File: src/rtl/id_stage_pkg.sv
// Shared types for the decode stage: instruction layout, opcodes, ALU source selects.
package id_stage_pkg;

    localparam int DATA_W  = 8;
    localparam int ADR_W   = 3;
    localparam int INSTR_W = 22;

    localparam int OPC_HI  = 21;
    localparam int OPC_LO  = 18;
    localparam int DST_HI  = 17;
    localparam int DST_LO  = 15;
    localparam int SRC1_HI = 14;
    localparam int SRC1_LO = 12;
    localparam int SRC2_HI = 11;
    localparam int SRC2_LO = 9;
    localparam int ISEL_B  = 8;
    localparam int IMM_HI  = 7;
    localparam int IMM_LO  = 0;

    typedef logic [DATA_W-1:0] t_data;
    typedef logic [ADR_W-1:0]  t_RFadrs;

    typedef enum logic [3:0] {
        OP_ADD  = 4'd0,
        OP_SUB  = 4'd1,
        OP_AND  = 4'd2,
        OP_OR   = 4'd3,
        OP_XOR  = 4'd4,
        OP_SHL  = 4'd5,
        OP_SHR  = 4'd6,
        OP_MOV  = 4'd7,
        OP_LDI  = 4'd8,
        OP_OUT  = 4'd9,
        OP_HALT = 4'd14,
        OP_NOP  = 4'd15
    } t_opcode;

    typedef enum logic [1:0] {
        SRC_REG  = 2'd0,
        SRC_IMM  = 2'd1,
        SRC_ZERO = 2'd2
    } t_ALUsrc_ctrl;

    typedef enum logic {
        ST_RUN  = 1'b0,
        ST_HALT = 1'b1
    } t_state;

    typedef struct packed {
        logic [3:0] op;
        t_RFadrs    dst;
        t_RFadrs    src1;
        t_RFadrs    src2;
        logic       isel;
        t_data      imm;
    } t_instr;

    typedef struct packed {
        logic         issue;
        logic         halt;
        logic         wr_en;
        logic         outv;
        t_ALUsrc_ctrl src1;
        t_ALUsrc_ctrl src2;
        t_opcode      aluop;
        logic         use1;
        logic         use2;
    } t_ctrl;

    // Unlisted opcodes (10-13) fall through to a non-issuing bubble.
    function automatic t_ctrl decode(input t_instr ins);
        t_ctrl c;
        c       = '0;
        c.src1  = SRC_ZERO;
        c.src2  = SRC_ZERO;
        c.aluop = OP_NOP;
        unique case (ins.op)
            OP_ADD, OP_SUB, OP_AND, OP_OR,
            OP_XOR, OP_SHL, OP_SHR: begin
                c.issue = 1'b1;
                c.wr_en = 1'b1;
                c.src1  = SRC_REG;
                c.src2  = ins.isel ? SRC_IMM : SRC_REG;
                c.aluop = t_opcode'(ins.op);
                c.use1  = 1'b1;
                c.use2  = !ins.isel;
            end
            OP_MOV: begin
                c.issue = 1'b1;
                c.wr_en = 1'b1;
                c.src1  = SRC_REG;
                c.aluop = OP_OR;
                c.use1  = 1'b1;
            end
            OP_LDI: begin
                c.issue = 1'b1;
                c.wr_en = 1'b1;
                c.src2  = SRC_IMM;
                c.aluop = OP_OR;
            end
            OP_OUT: begin
                c.issue = 1'b1;
                c.outv  = 1'b1;
                c.src1  = SRC_REG;
                c.aluop = OP_OR;
                c.use1  = 1'b1;
            end
            OP_HALT: c.halt = 1'b1;
            default: ;
        endcase
        return c;
    endfunction

endpackage

File: src/rtl/id_stage_if.sv
// ID -> EX control/data bundle.
interface reg_IDtoEX;
    import id_stage_pkg::*;

    logic         wr_enx0;
    t_ALUsrc_ctrl ALUsrc1x0;
    t_ALUsrc_ctrl ALUsrc2x0;
    t_opcode      ALUopx0;
    t_data        immx0;
    t_data        dat1x0;
    t_data        dat2x0;
    t_RFadrs      dstx0;
    logic         dataoutvx0;

    modport driver (
        output wr_enx0, ALUsrc1x0, ALUsrc2x0, ALUopx0,
        output immx0, dat1x0, dat2x0, dstx0, dataoutvx0
    );

    modport receiver (
        input wr_enx0, ALUsrc1x0, ALUsrc2x0, ALUopx0,
        input immx0, dat1x0, dat2x0, dstx0, dataoutvx0
    );

endinterface

File: src/rtl/id_stage_reg_file.sv
// Two-read, one-write register file with write-through bypass.
module reg_file
    import id_stage_pkg::*;
#(
    parameter int NUM_REGS  = 8,
    parameter bit ZERO_REG0 = 1'b1
) (
    input  logic    clock,
    input  logic    reset_n,
    input  t_RFadrs rd1_adr,
    input  t_RFadrs rd2_adr,
    output t_data   rd1_data,
    output t_data   rd2_data,
    input  logic    we,
    input  t_RFadrs wr_adr,
    input  t_data   wr_data
);

    t_data r_mem [NUM_REGS];
    logic  w_wr_ok;

    assign w_wr_ok = we
                   && !(ZERO_REG0 && wr_adr == '0)
                   && (int'(wr_adr) < NUM_REGS);

    always_ff @(posedge clock or negedge reset_n) begin
        if (!reset_n) begin
            for (int i = 0; i < NUM_REGS; i++) begin
                r_mem[i] <= '0;
            end
        end else if (w_wr_ok) begin
            r_mem[wr_adr] <= wr_data;
        end
    end

    always_comb begin
        rd1_data = '0;
        if (ZERO_REG0 && rd1_adr == '0) begin
            rd1_data = '0;
        end else if (w_wr_ok && rd1_adr == wr_adr) begin
            rd1_data = wr_data;
        end else if (int'(rd1_adr) < NUM_REGS) begin
            rd1_data = r_mem[rd1_adr];
        end
    end

    always_comb begin
        rd2_data = '0;
        if (ZERO_REG0 && rd2_adr == '0) begin
            rd2_data = '0;
        end else if (w_wr_ok && rd2_adr == wr_adr) begin
            rd2_data = wr_data;
        end else if (int'(rd2_adr) < NUM_REGS) begin
            rd2_data = r_mem[rd2_adr];
        end
    end

endmodule

File: src/rtl/id_stage.sv
// Decode stage: instruction decode, RAW scoreboard against the instruction in EX, RUN/HALT control.
module id_stage
    import id_stage_pkg::*;
#(
    parameter int NUM_REGS  = 8,
    parameter bit ZERO_REG0 = 1'b1
) (
    input  logic               clock,
    input  logic               reset_n,
    input  logic [INSTR_W-1:0] instr,
    input  logic               instr_v,
    output logic               id_ready,
    input  logic               flush,
    input  logic               resume,
    input  logic               wb_we,
    input  t_RFadrs            wb_dst,
    input  t_data              wb_data,
    reg_IDtoEX.driver          id2ex,
    output logic               halted
);

    t_state  r_state;
    logic    r_pend_v;
    t_RFadrs r_pend_dst;

    t_instr  w_ins;
    t_ctrl   w_dec;
    t_data   w_rd1;
    t_data   w_rd2;
    logic    w_pend_live;
    logic    w_hit1;
    logic    w_hit2;
    logic    w_hazard;
    logic    w_run;
    logic    w_accept;
    logic    w_issue;
    logic    w_go_halt;

    assign w_ins = t_instr'(instr);
    assign w_dec = decode(w_ins);

    reg_file #(
        .NUM_REGS  (NUM_REGS),
        .ZERO_REG0 (ZERO_REG0)
    ) u_rf (
        .clock    (clock),
        .reset_n  (reset_n),
        .rd1_adr  (w_ins.src1),
        .rd2_adr  (w_ins.src2),
        .rd1_data (w_rd1),
        .rd2_data (w_rd2),
        .we       (wb_we),
        .wr_adr   (wb_dst),
        .wr_data  (wb_data)
    );

    // A pending write to R0 never creates a dependency when R0 is hardwired.
    assign w_pend_live = r_pend_v && (r_pend_dst != '0 || !ZERO_REG0);
    assign w_hit1      = w_dec.use1 && (w_ins.src1 == r_pend_dst);
    assign w_hit2      = w_dec.use2 && (w_ins.src2 == r_pend_dst);
    assign w_hazard    = instr_v && w_pend_live && (w_hit1 || w_hit2);

    assign w_run     = reset_n && (r_state == ST_RUN);
    assign w_accept  = w_run && instr_v && !flush && !w_hazard;
    assign w_issue   = w_accept && w_dec.issue;
    assign w_go_halt = w_accept && w_dec.halt;

    assign id_ready = w_run && !(instr_v && !flush && w_hazard);
    assign halted   = (r_state == ST_HALT);

    always_comb begin
        id2ex.wr_enx0    = 1'b0;
        id2ex.dataoutvx0 = 1'b0;
        id2ex.ALUsrc1x0  = SRC_ZERO;
        id2ex.ALUsrc2x0  = SRC_ZERO;
        id2ex.ALUopx0    = OP_NOP;
        id2ex.immx0      = '0;
        id2ex.dat1x0     = '0;
        id2ex.dat2x0     = '0;
        id2ex.dstx0      = '0;
        if (w_issue) begin
            id2ex.wr_enx0    = w_dec.wr_en;
            id2ex.dataoutvx0 = w_dec.outv;
            id2ex.ALUsrc1x0  = w_dec.src1;
            id2ex.ALUsrc2x0  = w_dec.src2;
            id2ex.ALUopx0    = w_dec.aluop;
            id2ex.immx0      = w_ins.imm;
            id2ex.dat1x0     = w_rd1;
            id2ex.dat2x0     = w_rd2;
            id2ex.dstx0      = w_ins.dst;
        end
    end

    always_ff @(posedge clock or negedge reset_n) begin
        if (!reset_n) begin
            r_state    <= ST_RUN;
            r_pend_v   <= 1'b0;
            r_pend_dst <= '0;
        end else begin
            r_pend_v   <= w_issue && w_dec.wr_en;
            r_pend_dst <= w_issue ? w_ins.dst : '0;
            unique case (r_state)
                ST_RUN:  if (w_go_halt) r_state <= ST_HALT;
                ST_HALT: if (resume)    r_state <= ST_RUN;
                default: r_state <= ST_RUN;
            endcase
        end
    end

endmodule

File: src/flat_wrapper.sv
// flat-port wrapper written by rule: the top's interface ports become plain ports
module id_stage_flat import id_stage_pkg::*;
#(
    parameter int NUM_REGS  = 8,
    parameter bit ZERO_REG0 = 1'b1
)
  (clock, reset_n, instr, instr_v, id_ready, flush, resume, wb_we, wb_dst, wb_data, halted, id2ex_wr_enx0, id2ex_ALUsrc1x0, id2ex_ALUsrc2x0, id2ex_ALUopx0, id2ex_immx0, id2ex_dat1x0, id2ex_dat2x0, id2ex_dstx0, id2ex_dataoutvx0);
  reg_IDtoEX id2ex_i ();
  input  logic clock;
  input  logic reset_n;
  input  logic [INSTR_W-1:0] instr;
  input  logic instr_v;
  output logic id_ready;
  input  logic flush;
  input  logic resume;
  input  logic wb_we;
  input  t_RFadrs wb_dst;
  input  t_data wb_data;
  output logic halted;
  output wire logic [$bits(id2ex_i.wr_enx0)-1:0] id2ex_wr_enx0;
  output wire logic [$bits(id2ex_i.ALUsrc1x0)-1:0] id2ex_ALUsrc1x0;
  output wire logic [$bits(id2ex_i.ALUsrc2x0)-1:0] id2ex_ALUsrc2x0;
  output wire logic [$bits(id2ex_i.ALUopx0)-1:0] id2ex_ALUopx0;
  output wire logic [$bits(id2ex_i.immx0)-1:0] id2ex_immx0;
  output wire logic [$bits(id2ex_i.dat1x0)-1:0] id2ex_dat1x0;
  output wire logic [$bits(id2ex_i.dat2x0)-1:0] id2ex_dat2x0;
  output wire logic [$bits(id2ex_i.dstx0)-1:0] id2ex_dstx0;
  output wire logic [$bits(id2ex_i.dataoutvx0)-1:0] id2ex_dataoutvx0;
  assign id2ex_wr_enx0 = id2ex_i.wr_enx0;
  assign id2ex_ALUsrc1x0 = id2ex_i.ALUsrc1x0;
  assign id2ex_ALUsrc2x0 = id2ex_i.ALUsrc2x0;
  assign id2ex_ALUopx0 = id2ex_i.ALUopx0;
  assign id2ex_immx0 = id2ex_i.immx0;
  assign id2ex_dat1x0 = id2ex_i.dat1x0;
  assign id2ex_dat2x0 = id2ex_i.dat2x0;
  assign id2ex_dstx0 = id2ex_i.dstx0;
  assign id2ex_dataoutvx0 = id2ex_i.dataoutvx0;
  id_stage #(.NUM_REGS(NUM_REGS), .ZERO_REG0(ZERO_REG0)) u_core (.clock(clock), .reset_n(reset_n), .instr(instr), .instr_v(instr_v), .id_ready(id_ready), .flush(flush), .resume(resume), .wb_we(wb_we), .wb_dst(wb_dst), .wb_data(wb_data), .id2ex(id2ex_i), .halted(halted));
endmodule
File: config.mk
export PLATFORM = sky130hd
export DESIGN_NAME = id_stage_flat
export DESIGN_NICKNAME = d
export VERILOG_FILES = /design/src/rtl/id_stage_pkg.sv /design/src/rtl/id_stage_if.sv /design/src/rtl/id_stage_reg_file.sv /design/src/rtl/id_stage.sv /design/src/flat_wrapper.sv
export SDC_FILE = /design/constraint.sdc
export NUM_CORES = 1
export LEC_CHECK = 0
export ABC_AREA = 1
export BUFFER_PORTS_ARGS = -buffer_cell sky130_fd_sc_hd__buf_4
export CORE_ASPECT_RATIO = 0.75
export CORE_UTILIZATION = 28
export DETAILED_ROUTE_END_ITERATION = 7
export PLACE_DENSITY = 0.52
export SLEW_MARGIN = 20
export SYNTH_ARGS = -nofsm -noshare
export SYNTH_HDL_FRONTEND = slang
export SYNTH_SLANG_ARGS = --single-unit
File: constraint.sdc
create_clock -name clock -period 2.5 [get_ports clock]
set_input_delay 0.25 -clock clock [delete_from_list [all_inputs] [get_ports clock]]
set_output_delay 0.25 -clock clock [all_outputs]
set_load 0.01 [all_outputs]
==> results_dict.tcl <==
set metrics [dict create \
    dp_hpwl_mm 11.1 \
    clock_latency_ns 0.34 \
    core.rowCount 40 \
    clock_skew_ns 0.00891 \
    syn-instance-count 693 \
    via_count 4622 \
    synth_area_per_cell_um2 6.61 \
    slew_viol_final 0 \
    yosys-top-cells-area "dfrtp_1 (38%), nand2_1 (24%), nand3_1 (9.5%), o21ai_0 (5.5%), nor2_1 (3.9%)" \
    synth-adder-area-share_pct 0 \
    yosysWarnings 0 \
    maxCapViolCount 0 \
    synth_compound_area_share_pct 7.26 \
    die-area_um2 16900 \
    antenna_found_initial 0 \
    nNetsFinal 790 \
    p_leak_nw 2.81 \
    end_kind "primary output" \
    ys_seq_area_share_pct 37.7 \
    cp_max_fo 15 \
    fin_crit_ns 2.24 \
    synth_top_family_by_area "simple AND/OR/NAND/NOR gates" \
    die_x_um 150 \
    relSlewSlack_pct 38.6 \
    drc 0 \
    synth_xor_area_share_pct 1.67 \
    ant_nets 0 \
    clock_path_buffers 2 \
    fmax_ghz 0.447 \
    cts_tree "built" \
    cts_hold_buf 0 \
    numCtsBuffers 9 \
    synthToLayoutAreaGrowth_pct 20.6 \
    pwr_density_cell_nw_per_um2 629 \
    crit_path_start_kind "flip-flop" \
    hp-class "input port to asynchronous set/reset pin" \
    placed_cell_area_um2 5240 \
    gp_congestion 0.886 \
    htreeDepth 3 \
    via_per_inst 4.78 \
    grt_use_total_pct 19.1 \
    finalHoldViolCount 0 \
    grt_max_degree 70 \
    drt_wl_total_mm 15.5 \
    tns_ns 0 \
    yosys.area.top_type "dfrtp_1" \
    clkTransAtPathRegs_ns 0.07 \
    antenna_cells 0 \
    postCtsSetupBuffers 0 \
    peakVddDrop_v 0.000358 \
    layout_common_cells "nand2_1 (299), buf_4 (89), nand3_1 (87)" \
    clkSinkCount 69 \
    tightest_slew_ns 0.922 \
    setup_viol 0 \
    cts_resized 0 \
    synth-seq-cells 69 \
    die_y_um 113 \
    synthDistinctLibCells 31 \
    syn_area_um2 4580 \
    syn-num-nets 732 \
    rsz0062_at_grt "false" \
    globalRouteOverflowTotal 0 \
    grt_pass1_wl_mm 24.5 \
    drive_gt1_share_pct 16.3 \
    synth_mux_area_share_pct 0 \
    start_util_pct 28.6 \
    synth_simple_gate_area_share_pct 43.7 \
    crit_type "flip-flop to primary output" \
    first_pass_iters 5 \
    cp_data_arrival_time_ns 1.99 \
    core_area_um2 16000 \
    cp_data_required_time_ns 2.25 \
    design_area_um2 5530 \
    wl_per_cell_um 16.1 \
    drt-initial-drc-count 456 \
    port_buffers 76 \
    ios 78 \
    clockRootBuffer "clkbuf_16" \
    synth_top_area_share_pct 37.7 \
    period_share_pct 89.5 \
    status "finished, final reports clean" \
    grt_pass1_vias 4306 \
    final_common_cell "nand2_1" \
]
==> where the power goes <==
group          internal, W  switching, W
registers          0.00129      0.000168
logic             0.000302      0.000499
clock network     0.000675      0.000543
total              0.00227       0.00121
==> routing by layer <==
layer  share of wire (%)  up-vias  global-route usage [%]
met5                   0        -                       0
met4                 1.4        0                    4.65
met3                 8.8       18                    5.77
met2                  38      168                    24.5
met1                  52     2097                    30.1
li1                    -     2339                       -
==> critical path, stage by stage (launching register included) <==
cell and delay (ns):
dfrtp_1 0.40, nor2_1 0.12, inv_1 0.08, nor3_4 0.35, nand3_2 0.36, nor2_1 0.19
buf_4 0.14
==> sequential cells by signal, summed over array words and instances (netlist names) <==
| signal | count |
|---|---|
| u_core.halted | 1 |
| u_core.r_pend_v | 1 |
| u_core.u_rf.r_mem | 64 |
| u_core.r_pend_dst | 3 |
==> cell type report <==
type	count	area, µm²
fillers	1806	10500
flip-flops and latches	69	1730
multi-input cells	539	2430
repair buffers	89	668
clock inverters	7	50.0
well taps	210	263
clock buffers	9	225
inverters	43	164
==> path summary, 6_finish.rpt <==
kind / startpoint / endpoint / slack [ns] / depth (start not counted)
setup / recovery: u_core.halted$_DFF_PN0_ / id2ex_dat1x0[7] / 0.26 / 6
hold / removal: reset_n / u_core.u_rf.r_mem[58]$_DFFE_PN0P_ / 0.10 / 2
setup reg to reg: u_core.halted$_DFF_PN0_ / u_core.r_pend_dst[0]$_DFF_PN0_ / 1.01 / 5
hold reg to reg: u_core.u_rf.r_mem[60]$_DFFE_PN0P_ / u_core.u_rf.r_mem[60]$_DFFE_PN0P_ / 0.41 / 0
max in group asynchronous: reset_n / u_core.u_rf.r_mem[34]$_DFFE_PN0P_ / 1.75 / 2
min in group clock: instr[17] / u_core.r_pend_dst[2]$_DFF_PN0_ / 0.13 / 3
==> through the flow <==
step	power (W)	hold slack, ns	worst slack [ns]	std cells	util (%)
after floorplan	0.00196	-0.0456	0.849	693	-
after global placement	0.00227	0.396	0.343	949	32.7
after detailed placement	0.00226	0.391	0.308	949	32.7
after CTS	0.00349	0.124	0.129	965	34.4
after global routing	0.00369	0.139	0.0436	966	34.5
final	0.00348	0.103	0.263	966	34.5
==> cells in the mapped netlist <==
library cell	number
xnor2_1	3
dfrtp_1	69
o21ai_2	1
a31oi_1	1
nand2_2	1
xnor2_2	2
o22ai_1	1
clkbuf_8	2
inv_2	4
inv_4	1
buf_6	7
xor2_1	2
nor2_1	48
nor3_1	1
nand2_1	299
conb_1	1
nor3_2	1
nand3_4	3
a21oi_4	1
nor4_1	1
buf_4	7
nand3_1	87
nand4_1	23
nor2_4	2
inv_1	36
clkinv_1	2
o21ai_0	50
nor3_4	1
a21oi_1	9
clkbuf_1	13
buf_2	14
==> kinds of logic after synthesis <==
group                     count (synthesis)
and+or+nand+nor                         467
buffers and inverters                    86
DFF                                      69
AOI/OAI and AO/OA                        63
xor gates and xnor gates                  7
other                                     1
No activity file was read; power rests on OpenSTA's default activity.
